[config.mk]
export PLATFORM = sky130hd
export DESIGN_NAME = wb_arbiter_flat
export DESIGN_NICKNAME = d
export VERILOG_FILES = /design/src/rtl/wb_arbiter_if.sv /design/src/rtl/wb_arbiter.sv /design/src/flat_wrapper.sv
export SDC_FILE = /design/constraint.sdc
export NUM_CORES = 1
export LEC_CHECK = 0
export BUFFER_PORTS_ARGS = -buffer_cell sky130_fd_sc_hd__buf_2
export CORE_MARGIN = 3
export CORE_UTILIZATION = 40
export DETAILED_ROUTE_END_ITERATION = 10
export HOLD_SLACK_MARGIN = 0.08
export PLACE_DENSITY = 0.8
export SYNTH_ARGS = -nofsm -noshare
export SYNTH_HDL_FRONTEND = slang
export SYNTH_SLANG_ARGS = --single-unit
[constraint.sdc]
create_clock -name clk -period 4.2 [get_ports clk]
set_clock_uncertainty 0.1 [all_clocks]
set_input_delay 0.42 -clock clk [delete_from_list [all_inputs] [get_ports clk]]
set_output_delay 0.42 -clock clk [all_outputs]
set_load 0.005 [all_outputs]
[src/rtl/wb_arbiter_if.sv]
// Writeback request/grant bundle between three execution units and the
// register-file write port of wb_arbiter.
interface wb_arbiter_if;
    logic        alu_valid, lsu_valid, mdu_valid;
    logic [4:0]  alu_rd, lsu_rd, mdu_rd;
    logic [31:0] alu_data, lsu_data, mdu_data;
    logic        alu_ready, lsu_ready, mdu_ready;
    logic [4:0]  rf_rd;
    logic [31:0] rf_result;
    logic        rf_reg_write;
    logic [31:0] pending_mask;

    modport master (
        output alu_valid, lsu_valid, mdu_valid,
        output alu_rd, lsu_rd, mdu_rd,
        output alu_data, lsu_data, mdu_data,
        input  alu_ready, lsu_ready, mdu_ready,
        input  rf_rd, rf_result, rf_reg_write, pending_mask
    );

    modport slave (
        input  alu_valid, lsu_valid, mdu_valid,
        input  alu_rd, lsu_rd, mdu_rd,
        input  alu_data, lsu_data, mdu_data,
        output alu_ready, lsu_ready, mdu_ready,
        output rf_rd, rf_result, rf_reg_write, pending_mask
    );
endinterface

[src/rtl/wb_arbiter.sv]
// Three-way writeback arbiter: fixed priority LSU > MDU > ALU with
// starvation promotion, single registered register-file write per cycle.
module wb_arbiter #(
    parameter int STARVE_LIMIT = 4
) (
    input logic        clk,
    input logic        rst,
    wb_arbiter_if.slave bus
);
    localparam int N = 3;

    // Lane 0 has the highest base priority, so "lowest set bit" picks the winner.
    logic [N-1:0]           valid, urgent, grant;
    logic [N-1:0][4:0]      rd;
    logic [N-1:0][31:0]     data;
    logic [N-1:0][2:0]      wait_cnt;
    logic [4:0]             sel_rd;
    logic [31:0]            sel_data;
    logic [31:0]            pend;

    assign valid = {bus.alu_valid, bus.mdu_valid, bus.lsu_valid};
    assign rd    = {bus.alu_rd,    bus.mdu_rd,    bus.lsu_rd};
    assign data  = {bus.alu_data,  bus.mdu_data,  bus.lsu_data};

    always_comb begin
        urgent = '0;
        for (int i = 0; i < N; i++)
            urgent[i] = valid[i] && (wait_cnt[i] >= 3'(STARVE_LIMIT));
    end

    always_comb begin
        grant = '0;
        if (!rst) begin
            if (|urgent) grant = urgent & (~urgent + N'(1));
            else         grant = valid  & (~valid  + N'(1));
        end
    end

    always_comb begin
        sel_rd   = '0;
        sel_data = '0;
        pend     = '0;
        for (int i = 0; i < N; i++) begin
            if (grant[i]) begin
                sel_rd   = rd[i];
                sel_data = data[i];
            end
            if (valid[i] && !grant[i]) pend[rd[i]] = 1'b1;
        end
        pend[0] = 1'b0;
    end

    assign bus.lsu_ready    = grant[0];
    assign bus.mdu_ready    = grant[1];
    assign bus.alu_ready    = grant[2];
    assign bus.pending_mask = pend;

    always_ff @(posedge clk) begin
        if (rst) begin
            wait_cnt         <= '0;
            bus.rf_reg_write <= 1'b0;
            bus.rf_rd        <= '0;
            bus.rf_result    <= '0;
        end else begin
            for (int i = 0; i < N; i++) begin
                if (!valid[i] || grant[i])  wait_cnt[i] <= 3'd0;
                else if (wait_cnt[i] != 3'd7) wait_cnt[i] <= wait_cnt[i] + 3'd1;
            end
            // A granted rd==0 request is swallowed: the write port stays idle.
            if (|grant && sel_rd != 5'd0) begin
                bus.rf_reg_write <= 1'b1;
                bus.rf_rd        <= sel_rd;
                bus.rf_result    <= sel_data;
            end else begin
                bus.rf_reg_write <= 1'b0;
                bus.rf_rd        <= '0;
                bus.rf_result    <= '0;
            end
        end
    end
endmodule

[src/flat_wrapper.sv]
// flat-port wrapper written by rule: the top's interface ports become plain ports
module wb_arbiter_flat 
#(
    parameter int STARVE_LIMIT = 4
)
  (clk, rst, bus_alu_valid, bus_lsu_valid, bus_mdu_valid, bus_alu_rd, bus_lsu_rd, bus_mdu_rd, bus_alu_data, bus_lsu_data, bus_mdu_data, bus_alu_ready, bus_lsu_ready, bus_mdu_ready, bus_rf_rd, bus_rf_result, bus_rf_reg_write, bus_pending_mask);
  wb_arbiter_if bus_i ();
  input logic clk;
  input logic rst;
  input wire logic [$bits(bus_i.alu_valid)-1:0] bus_alu_valid;
  input wire logic [$bits(bus_i.lsu_valid)-1:0] bus_lsu_valid;
  input wire logic [$bits(bus_i.mdu_valid)-1:0] bus_mdu_valid;
  input wire logic [$bits(bus_i.alu_rd)-1:0] bus_alu_rd;
  input wire logic [$bits(bus_i.lsu_rd)-1:0] bus_lsu_rd;
  input wire logic [$bits(bus_i.mdu_rd)-1:0] bus_mdu_rd;
  input wire logic [$bits(bus_i.alu_data)-1:0] bus_alu_data;
  input wire logic [$bits(bus_i.lsu_data)-1:0] bus_lsu_data;
  input wire logic [$bits(bus_i.mdu_data)-1:0] bus_mdu_data;
  output wire logic [$bits(bus_i.alu_ready)-1:0] bus_alu_ready;
  output wire logic [$bits(bus_i.lsu_ready)-1:0] bus_lsu_ready;
  output wire logic [$bits(bus_i.mdu_ready)-1:0] bus_mdu_ready;
  output wire logic [$bits(bus_i.rf_rd)-1:0] bus_rf_rd;
  output wire logic [$bits(bus_i.rf_result)-1:0] bus_rf_result;
  output wire logic [$bits(bus_i.rf_reg_write)-1:0] bus_rf_reg_write;
  output wire logic [$bits(bus_i.pending_mask)-1:0] bus_pending_mask;
  assign bus_i.alu_valid = bus_alu_valid;
  assign bus_i.lsu_valid = bus_lsu_valid;
  assign bus_i.mdu_valid = bus_mdu_valid;
  assign bus_i.alu_rd = bus_alu_rd;
  assign bus_i.lsu_rd = bus_lsu_rd;
  assign bus_i.mdu_rd = bus_mdu_rd;
  assign bus_i.alu_data = bus_alu_data;
  assign bus_i.lsu_data = bus_lsu_data;
  assign bus_i.mdu_data = bus_mdu_data;
  assign bus_alu_ready = bus_i.alu_ready;
  assign bus_lsu_ready = bus_i.lsu_ready;
  assign bus_mdu_ready = bus_i.mdu_ready;
  assign bus_rf_rd = bus_i.rf_rd;
  assign bus_rf_result = bus_i.rf_result;
  assign bus_rf_reg_write = bus_i.rf_reg_write;
  assign bus_pending_mask = bus_i.pending_mask;
  wb_arbiter #(.STARVE_LIMIT(STARVE_LIMIT)) u_core (.clk(clk), .rst(rst), .bus(bus_i));
endmodule
-- Word-level counts from Yosys, hierarchy flattened
Index checks and enable logic that the tools add are counted.
- add/subtract/negate cells: 5
- magnitude comparators: 9
- eq/ne operators: 3
- muxes and demuxes: 18
- bitwise logic cells: 7
- reductions and logical operators: 26
- operators by type and width (operator ; count):
    $mux 32 ; 6
    $or 32x32->32 ; 2
    $lt 5x6->1 const B ; 3
    $add 3x1->3 const B ; 5
    $demux 1 s5 ; 3
    $ge 5x1->1 const B ; 3
    $mux 5 ; 3
    $logic_and 1x1->1 ; 10
    $ge 3x3->1 const B ; 3
    $ne 3x3->1 const B ; 3
    $reduce_or 2->1 ; 4
    $and 3x3->3 ; 2
    $logic_not 1->1 ; 6
    $mux 3 ; 2
    $not 3->3 ; 2
    $reduce_or 3->1 ; 2
    $reduce_bool 5->1 ; 1
    $mux 1 ; 4
    $logic_or 1x1->1 ; 3
    $not 1->1 ; 1
- flip-flop bits (word level): 47
- input bits: 116
- output and inout bits: 73
- logic and storage cells: 74

-- Logic depth before layout (Yosys ltp)
Gate-level depths: netlist of run 1.
- depth in word-level cells: 14
- mapped depth: 9
- mapped depth without buffers: 5

-- Worst setup path after synthesis of run 1
No wires, ideal clock.
- path type: input to output
- start point: input bus_mdu_valid
- end point: output bus_pending_mask[10]
- data arrival time: 2.090 ns
- data required time: 3.680 ns
- setup slack: 1.590 ns
- stages: 7
- buffers on the path: 2
- cell sequence: buf_2 a22o_1 a21oi_1 clkbuf_1 nor4b_1 a22oi_1 nand2_1
- cells in the longest elaborated chain, start to end: 11
- elaborated cells on any way between the ends: 21
- classes of those cells: 2 x add/sub; 5 x mux; 6 x bitwise; 8 x reduce/logical
- RTL lines (item ; RTL line ; text):
    start, declared ; flat_wrapper.sv:12 ; input wire logic [$bits(bus_i.mdu_valid)-1:0] bus_mdu_valid;
    $logic_and 1x1->1 ; wb_arbiter.sv:28 ; urgent[i] = valid[i] && (wait_cnt[i] >= 3'(STARVE_LIMIT));
    $not 3->3 / $reduce_or 3->1 (equally long branches) ; wb_arbiter.sv:34 ; if (|urgent) grant = urgent & (~urgent + N'(1));
    $add 3x1->3 / $mux 3 (equally long branches) ; wb_arbiter.sv:34 ;
    $and 3x3->3 / $mux 3 (equally long branches) ; wb_arbiter.sv:34, wb_arbiter.sv:33 ;
    $mux 3 / $logic_not 1->1 (equally long branches) ; wb_arbiter.sv:34, wb_arbiter.sv:48 ;
    $mux 3 / $logic_and 1x1->1 (equally long branches) ; wb_arbiter.sv:33, wb_arbiter.sv:48 ;
    $logic_not 1->1 / $mux 32 (equally long branches) ; wb_arbiter.sv:48 ; if (valid[i] && !grant[i]) pend[rd[i]] = 1'b1;
    $logic_and 1x1->1 / $or 32x32->32 (equally long branches) ; n/a ;
    $mux 32 ; wb_arbiter.sv:48 ;
    $or 32x32->32 (no source line) ; n/a ;
    $mux 32 (*) ; wb_arbiter.sv:48 ;
    end, declared ; flat_wrapper.sv:25 ; output wire logic [$bits(bus_i.pending_mask)-1:0] bus_pending_mask;
Every way passes the cells marked *; elsewhere a longest branch is shown, timed or not.

-- Worst setup path in the final report of run 1
- start point: register u_core.wait_cnt[5] in the netlist's numbering
- end point: output bus_pending_mask[7]
- cells in the longest elaborated chain, start to end: 12
- elaborated cells on any way between the ends: 19
- classes of those cells: 1 x add/sub; 1 x order compare; 5 x mux; 4 x bitwise; 8 x reduce/logical
- RTL lines (item ; RTL line ; text):
    start, declared ; wb_arbiter.sv:16 ; logic [N-1:0][2:0] wait_cnt;
    start signal, assigned ; wb_arbiter.sv:60 ; wait_cnt <= '0;
    start signal, assigned by index ; wb_arbiter.sv:66 ; if (!valid[i] || grant[i]) wait_cnt[i] <= 3'd0;
    $ge 3x3->1 (*) ; wb_arbiter.sv:28 ;
    $logic_and 1x1->1 (*) ; wb_arbiter.sv:28 ;
    $not 3->3 / $reduce_or 3->1 (equally long branches) ; wb_arbiter.sv:34 ;
    $add 3x1->3 / $mux 3 (equally long branches) ; wb_arbiter.sv:34 ;
    $and 3x3->3 / $mux 3 (equally long branches) ; wb_arbiter.sv:34, wb_arbiter.sv:33 ;
    $mux 3 (*) ; wb_arbiter.sv:34 ;
    $mux 3 (*) ; wb_arbiter.sv:33 ; if (!rst) begin
    $logic_not 1->1 / $mux 32 (equally long branches) ; wb_arbiter.sv:48 ;
    $logic_and 1x1->1 / $or 32x32->32 (equally long branches) ; n/a ;
    $mux 32 ; wb_arbiter.sv:48 ;
    $or 32x32->32 (no source line) ; n/a ;
    $mux 32 (*) ; wb_arbiter.sv:48 ;
Marked as above.

==> results of run 1 <==
cell families after synthesis:
| group | after synthesis |
|---|---|
| other cells | 1 |
| simple gates | 135 |
| mux | 5 |
| flops | 47 |
| compound gates | 142 |
| buf+inv | 40 |
| fa+ha+maj | 6 |
| xor+xnor | 3 |
final timing paths:
| path | slack [ns] | start | end |
|---|---|---|---|
| worst max-delay path | 1.15 | u_core.wait_cnt[5] | bus_pending_mask[7] |
| worst min-delay path | 0.29 | bus_mdu_data[25] | u_core.bus.rf_result[25] |
| worst max register to register | 1.29 | u_core.wait_cnt[5] | u_core.bus.rf_result[0] |
| worst min register to register | 0.42 | u_core.wait_cnt[7] | u_core.wait_cnt[7] |
flip-flops by register name (all words and copies together), names as in the netlist:
name	flops
u_core.bus.rf_result	32
u_core.bus.rf_rd	5
u_core.bus.rf_reg_write	1
u_core.wait_cnt	9
power by group through the flow:
stage               combinational, mW  clock, mW  sequential [mW]
floorplan                       0.131          0            0.501
global placement                0.259          0            0.496
detailed placement              0.266          0            0.496
CTS                             0.266      0.261            0.486
global route                    0.294      0.281            0.489
finish                          0.268      0.254            0.486
layout make-up:
cell class | count | area [sq um]
clock buffers | 7 | 76.3
clock inverters | 1 | 5.00
inverters | 3 | 11.3
diodes | 1 | 2.50
fillers | 684 | 2980
well taps | 96 | 120
multi-input cells | 292 | 1830
repair buffers | 193 | 981
flip-flops and latches | 47 | 941
cells in the mapped netlist (2+ instances only):
master,count,share of area
nor3b_1,8,0.021
and3_1,2,0.0043
buf_2,4,0.0069
nor4b_1,5,0.015
inv_1,3,0.0039
and2_1,3,0.0064
clkbuf_1,22,0.028
a21oi_1,66,0.11
xor2_1,3,0.0090
nor2_1,8,0.010
nor2b_1,4,0.0086
nor3_1,8,0.014
nor4_1,2,0.0043
a22o_1,33,0.099
mux2i_1,5,0.017
dfxtp_1,47,0.32
nand2b_1,9,0.019
and3b_1,5,0.015
a221o_1,3,0.010
nand3_1,8,0.014
buf_1,9,0.012
a22oi_1,33,0.085
nand2_1,66,0.085
and4b_1,5,0.017
ha_1,6,0.026
buf_4,2,0.0051
worst reg2reg max path: cells and delay by family, from the launching register on:
family           cells  cell delay (ns)
flip-flops           1             0.47
AND/OR/NAND/NOR      2             1.52
AO/OA/AOI/OAI        3             0.65
layer usage:
layer / share of wire / vias to the layer above / global-route usage
li1: - / 1725 / -
met1: 0.40 / 1656 / 0.301
met2: 0.50 / 191 / 0.407
met3: 0.091 / 29 / 0.0497
met4: 0.018 / 0 / 0.0641
met5: 0 / - / 0
==> metrics.md, run 1 <==
| Metric | Value |
|---|---|
| Sw Pwr | `295 uW` |
| Hold_ws | `about 0.29 ns` |
| Syn Std Cell Area | `a little under 3000 sq um` |
| Syn avg cell area | `between 7 and 8 sq um` |
| DIE HEIGHT | `just over 90 um` |
| Clock Tree Buf Depth | `2` |
| Post-synthesis xor/xnor area fraction | `0.00899` |
| Placed Cells | `631` |
| Residual DRC | `0` |
| Fin crit period | `3.05 ns` |
| Fraction of the mapped netlist area in adder cells | `0.0257` |
| Status | `finished, final reports clean` |
| Data required, critical path | `3.68 ns` |
| Fmax | `0.328 GHz` |
| Lkg Pwr | `2.06 nW` |
| Post-synth EDFFs | `0` |
| CTS Hold Bufs | `0` |
| CTS Sinks | `47` |
| Clock Latency Late Sink | `0.29 ns` |
| Core area | `between 6000 and 7000 sq um` |
| Final core occ | `0.571` |
| Final Hold Fails | `0` |
| DRT Wirelength | `10700 um` |
| Max rail drop VDD | `about 130 uV` |
| Max-slew violation count | `0` |
| Syn Nets | `501` |
| Vias per inst | `5.63` |
| WS Path Type | `register to output port` |
| Worst slew pin tran | `around 1.1 ns` |
| Die Wd | `roughly 91 um` |
| Synth-to-Final Area Change | `35.8%` |
| Clock Power Share | `0.252` |
| CTS root buf | `clkbuf_8` |
| Port Buffer Count | `187` |
| Wire per inst | `16.7 um` |
| Number of buffers and inverters on the critical path | `1` |
| RSZ-0062 raised after global routing | `no` |
| Slew headroom | `0.233` |
| Vias in the first global route | `about 3.4k` |
| Reg clk slew, reported paths | `0.08 ns` |
| Post-synthesis mux area share | `0.0171` |
| Post-DP Area | `3880 sq um` |
| Final Instance Area | `3970 sq um` |
| First-pass GRT wire length | `16500 um` |
| IO Count | `approximately 190` |
| Largest family of logic cells by synthesized area | `compound AO/OA/AOI/OAI gates` |
| CTS Buf Count | `5` |
| Kind of cell adding the most delay to the critical path | `simple AND/OR/NAND/NOR gates` |
| DP Worst Slack | `around 1.2 ns` |
| Layout net count | `approximately 660` |
| Initial Utilization | `0.421` |
| Number of cells on the worst hold path | `3` |
| Setup TNS | `0 ns` |
| Main synth FF type | `dfxtp_1` |
| Gpl congestion | `0.949` |
| TritonCTS clock tree | `done` |
| Crit path DAT | `2.53 ns` |
| Drt pass-1 iters | `5` |
| PnR worst setup slack | `between 1 and 1.5 ns` |
| Simple-Gate Fraction of Synth Area | `0.240` |
| Htree depth | `2` |
| CP max stage delay | `0.78 ns` |
| Async set-reset flop share out of synthesis | `0` |
| Cts repair resizes | `0` |
| PwrDens | `~250 nW/um^2` |
| Post-DRT Antenna Nets | `0` |
| Netlist cell types | `36` |
| Hold Crit Class | `input port to register` |
| Setup violators final | `0` |
| Initial antenna violation count | `1` |
| Register bit total from synthesis | `47` |
| P_int | `713 uW` |
| Most frequent cells in the layout | `buf_2 (187), nand2_1 (66), a21oi_1 (65), dfxtp_1 (47)` |
| Post-CTS setup buffer count | `0` |
| Syn. warnings | `0` |
| Largest net degree at the start of global routing | `50` |
| Compound-Gate Fraction of Synth Area | `0.329` |
| Worst-path fanout max | `49` |
| Worst Setup End Kind | `output port` |
| FP Rows | `30` |
| Crit-path cells | `a22oi_1 -> and3b_2 -> nor4_1 -> nand3_1 -> nand2_1 -> buf_2` |
| Overflow after GRT | `0` |
| Vias | `3601` |
| Layout cell share with drive strength beyond 1 | `0.374` |
| Cells after synthesis | `379` |
| Final non-filler cell total | `640` |
| Cell count along the critical path | `6` |
| Detailed placement HPWL | `8070 um` |
| Final Power | `1.01 mW` |
| Crit path launch type | `register` |
| Sequential share of the synthesized area | `0.322` |
| Combinational Power Share | `0.266` |
| Sequential share of power | `0.482` |
| Iter 0 DRT Violations | `between 200 and 250` |
| Die footprint | `between 8000 and 9000 sq um` |
| Switch share | `0.293` |
| # Max-Cap Violations | `0` |
| Cells on worst reg2reg path | `5` |
| Tcrit/Tclk final | `0.726` |
| Total track usage | `0.238` |
| Most common cell after layout, fill and taps aside | `buf_2` |
| Slowest CP cell | `nor4_1` |
Power figures use the tool's default switching activity.
==> inputs of run 2 (changes only) <==
--- a/config.mk
+++ b/config.mk
@@ -7,10 +7,10 @@
 export LEC_CHECK = 0
 export BUFFER_PORTS_ARGS = -buffer_cell sky130_fd_sc_hd__buf_2
 export CORE_MARGIN = 3
-export CORE_UTILIZATION = 40
+export CORE_UTILIZATION = 39
 export DETAILED_ROUTE_END_ITERATION = 10
 export HOLD_SLACK_MARGIN = 0.08
-export PLACE_DENSITY = 0.8
+export PLACE_DENSITY = 0.82
 export SYNTH_ARGS = -nofsm -noshare
 export SYNTH_HDL_FRONTEND = slang
 export SYNTH_SLANG_ARGS = --single-unit
==> constraint.sdc (replaced) <==
create_clock -name clk -period 2.6 [get_ports clk]
set_clock_uncertainty 0.1 [all_clocks]
set_input_delay 0.26 -clock clk [delete_from_list [all_inputs] [get_ports clk]]
set_output_delay 0.26 -clock clk [all_outputs]
set_load 0.005 [all_outputs]
==> metrics.md, run 2 (synthesized netlist as in run 1, its figures left out) <==
| Metric | Value |
|---|---|
| Residual DRC | `0` |
| Worst Hold End | `u_core.bus.rf_result[7]` |
| Seq. cell area | `about 940 sq um` |
| Most frequent cells in the layout | `buf_2 (187), nand2_1 (66), a21oi_1 (65), dfxtp_1 (46)` |
| Largest regs | `u_core.bus.rf_result (32), u_core.wait_cnt (9), u_core.bus.rf_rd (5)` |
| TritonCTS clock tree | `done` |
| Reg with most FFs | `u_core.bus.rf_result` |
| Hold Crit Class | `input port to register` |
| Worst slew pin tran | `0.625 ns` |
| Final Instance Area | `between 4000 and 5000 sq um` |
| Vias | `approximately 3.7k` |
| Gpl congestion | `0.905` |
| Final non-filler cell total | `648` |
| Clock Latency Late Sink | `0.29 ns` |
| FP Rows | `30` |
| Largest net degree at the start of global routing | `34` |
| Layout net count | `673` |
| Crit path DAT | `approximately 2.1 ns` |
| Number of cells on the worst hold path | `3` |
| Initial antenna violation count | `0` |
| CTS Buf Count | `5` |
| RSZ-0062 raised after global routing | `no` |
| Initial Utilization | `0.416` |
| Setup TNS | `0 ns` |
| Total track usage | `0.235` |
| Max-slew violation count | `0` |
| Crit path launch type | `register` |
| Layout cell share with drive strength beyond 1 | `0.399` |
| CTS Sinks | `47` |
| Htree depth | `2` |
| Post-DRT Antenna Nets | `0` |
| Final Hold Fails | `0` |
| Synth-to-Final Area Change | `39.7%` |
| Post-DP Area | `3940 sq um` |
| Final core occ | `0.581` |
| Port Buffer Count | `187` |
| Iter 0 DRT Violations | `about 230` |
| CTS root buf | `clkbuf_8` |
| Fin crit period | `approximately 2.5 ns` |
| Max rail drop VDD | `210 uV` |
| Status | `finished, final reports clean` |
| Core area | `7020 sq um` |
| Detailed placement HPWL | `8040 um` |
| Worst Hold Launch | `bus_mdu_data[7]` |
| Footprint of the multi-input gates | `around 1900 sq um` |
| Reg2Reg Setup Slack | `0.24 ns` |
| Antenna diodes | `0` |
| Vias in the first global route | `3396` |
| Wire per inst | `16.5 um` |
| Max reg flops | `32` |
| Worst Setup End Kind | `output port` |
| IO Count | `189` |
| R2r endpoint | `u_core.bus.rf_result[23]` |
| WS Path Type | `register to output port` |
| Overflow after GRT | `0` |
| Tcrit/Tclk final | `0.950` |
| Vias per inst | `5.67` |
| DIE HEIGHT | `slightly above 90 um` |
| Worst reg2reg startpoint | `u_core.wait_cnt[2]` |
| Drt pass-1 iters | `5` |
| Clock Tree Buf Depth | `2` |
| # Max-Cap Violations | `0` |
| Fmax | `0.405 GHz` |
| First-pass GRT wire length | `about 17000 um` |
| Die Wd | `92.6 um` |
| Lkg Pwr | `roughly 2.1 nW` |
| Reg clk slew, reported paths | `roughly 0.080 ns` |
| Placed Cells | `638` |
| Data required, critical path | `2.24 ns` |
| Setup violators final | `0` |
| DRT Wirelength | `between 10000 and 15000 um` |
| Slew headroom | `0.582` |
| CTS Hold Bufs | `0` |
| Worst-path fanout max | `13` |
| Cells on worst reg2reg path | `6` |
| PwrDens | `414 nW/um^2` |
| Fillers | `661` |
| Most common cell after layout, fill and taps aside | `buf_2` |
| Die footprint | `between 8000 and 9000 sq um` |
run 2: cell types whose count changed in the layout (fill, tap and decap cells not counted), moves of 2 or more:
cell	previous run	this run
nor4b_1	5	3
nor3_1	8	6
nor4b_2	1	3
nor3_2	0	2
buf_4	6	15
run 2: metal layers:
layer | vias up | part of all wire | track usage
met5 | - | 0 | 0
li1 | 1743 | - | -
met4 | 0 | 0.017 | 0.0730
met3 | 20 | 0.10 | 0.0463
met1 | 1685 | 0.40 | 0.311
met2 | 226 | 0.48 | 0.385
run 2: repair_timing:
action,in CTS,in global routing
setup buffers,0,2
setup endpoints to repair,0,30
gates resized for setup,0,7
run 2: worst max path at each step:
stage / startpoint / endpoint / slack [ns] / cells after the start
4_1_cts: u_core.wait_cnt[5] / bus_pending_mask[31] / 0.07 / 6
3_5_place_dp: bus_mdu_valid / bus_pending_mask[29] / 0.30 / 7
6_report: u_core.wait_cnt[2] / bus_pending_mask[4] / 0.13 / 8
2_1_floorplan: u_core.wait_cnt[5] / bus_pending_mask[10] / 0.31 / 6
5_1_grt: u_core.wait_cnt[2] / bus_pending_mask[4] / 0.005 / 8
3_3_place_gp: bus_mdu_valid / bus_pending_mask[1] / 0.34 / 7
run 2: stage by stage:
step                      hold WS (ns)  total power [mW]  setup WS, ns
after global placement           0.379              1.23         0.338
final                            0.118              1.69         0.131
after floorplan                  0.283              1.02         0.307
after global routing             0.117              1.78       0.00520
after CTS                        0.109              1.69        0.0724
after detailed placement         0.405              1.24         0.303
run 2: final cells by class:
class / count / share of cell area
Timing Repair Buffer: 202 / 0.257
Tap cell: 96 / 0.0294
Clock inverter: 1 / 0.00215
Clock buffer: 7 / 0.0212
Sequential cell: 47 / 0.231
Inverter: 3 / 0.00276
Multi-Input combinational cell: 292 / 0.457
run 2: power by group:
part,internal (mW),total (mW),switching (mW)
clock,0.218,0.459,0.241
combinational,0.200,0.445,0.245
sequential,0.772,0.785,0.0137
run 2: worst max-delay path, stage by stage (launching register included):
cell     delay (ns)
dfxtp_1        0.48
nand2_1        0.12
o211a_1        0.22
buf_4          0.22
nor4b_1        0.25
buf_4          0.22
a22oi_1        0.08
nand2_1        0.10
buf_2          0.11
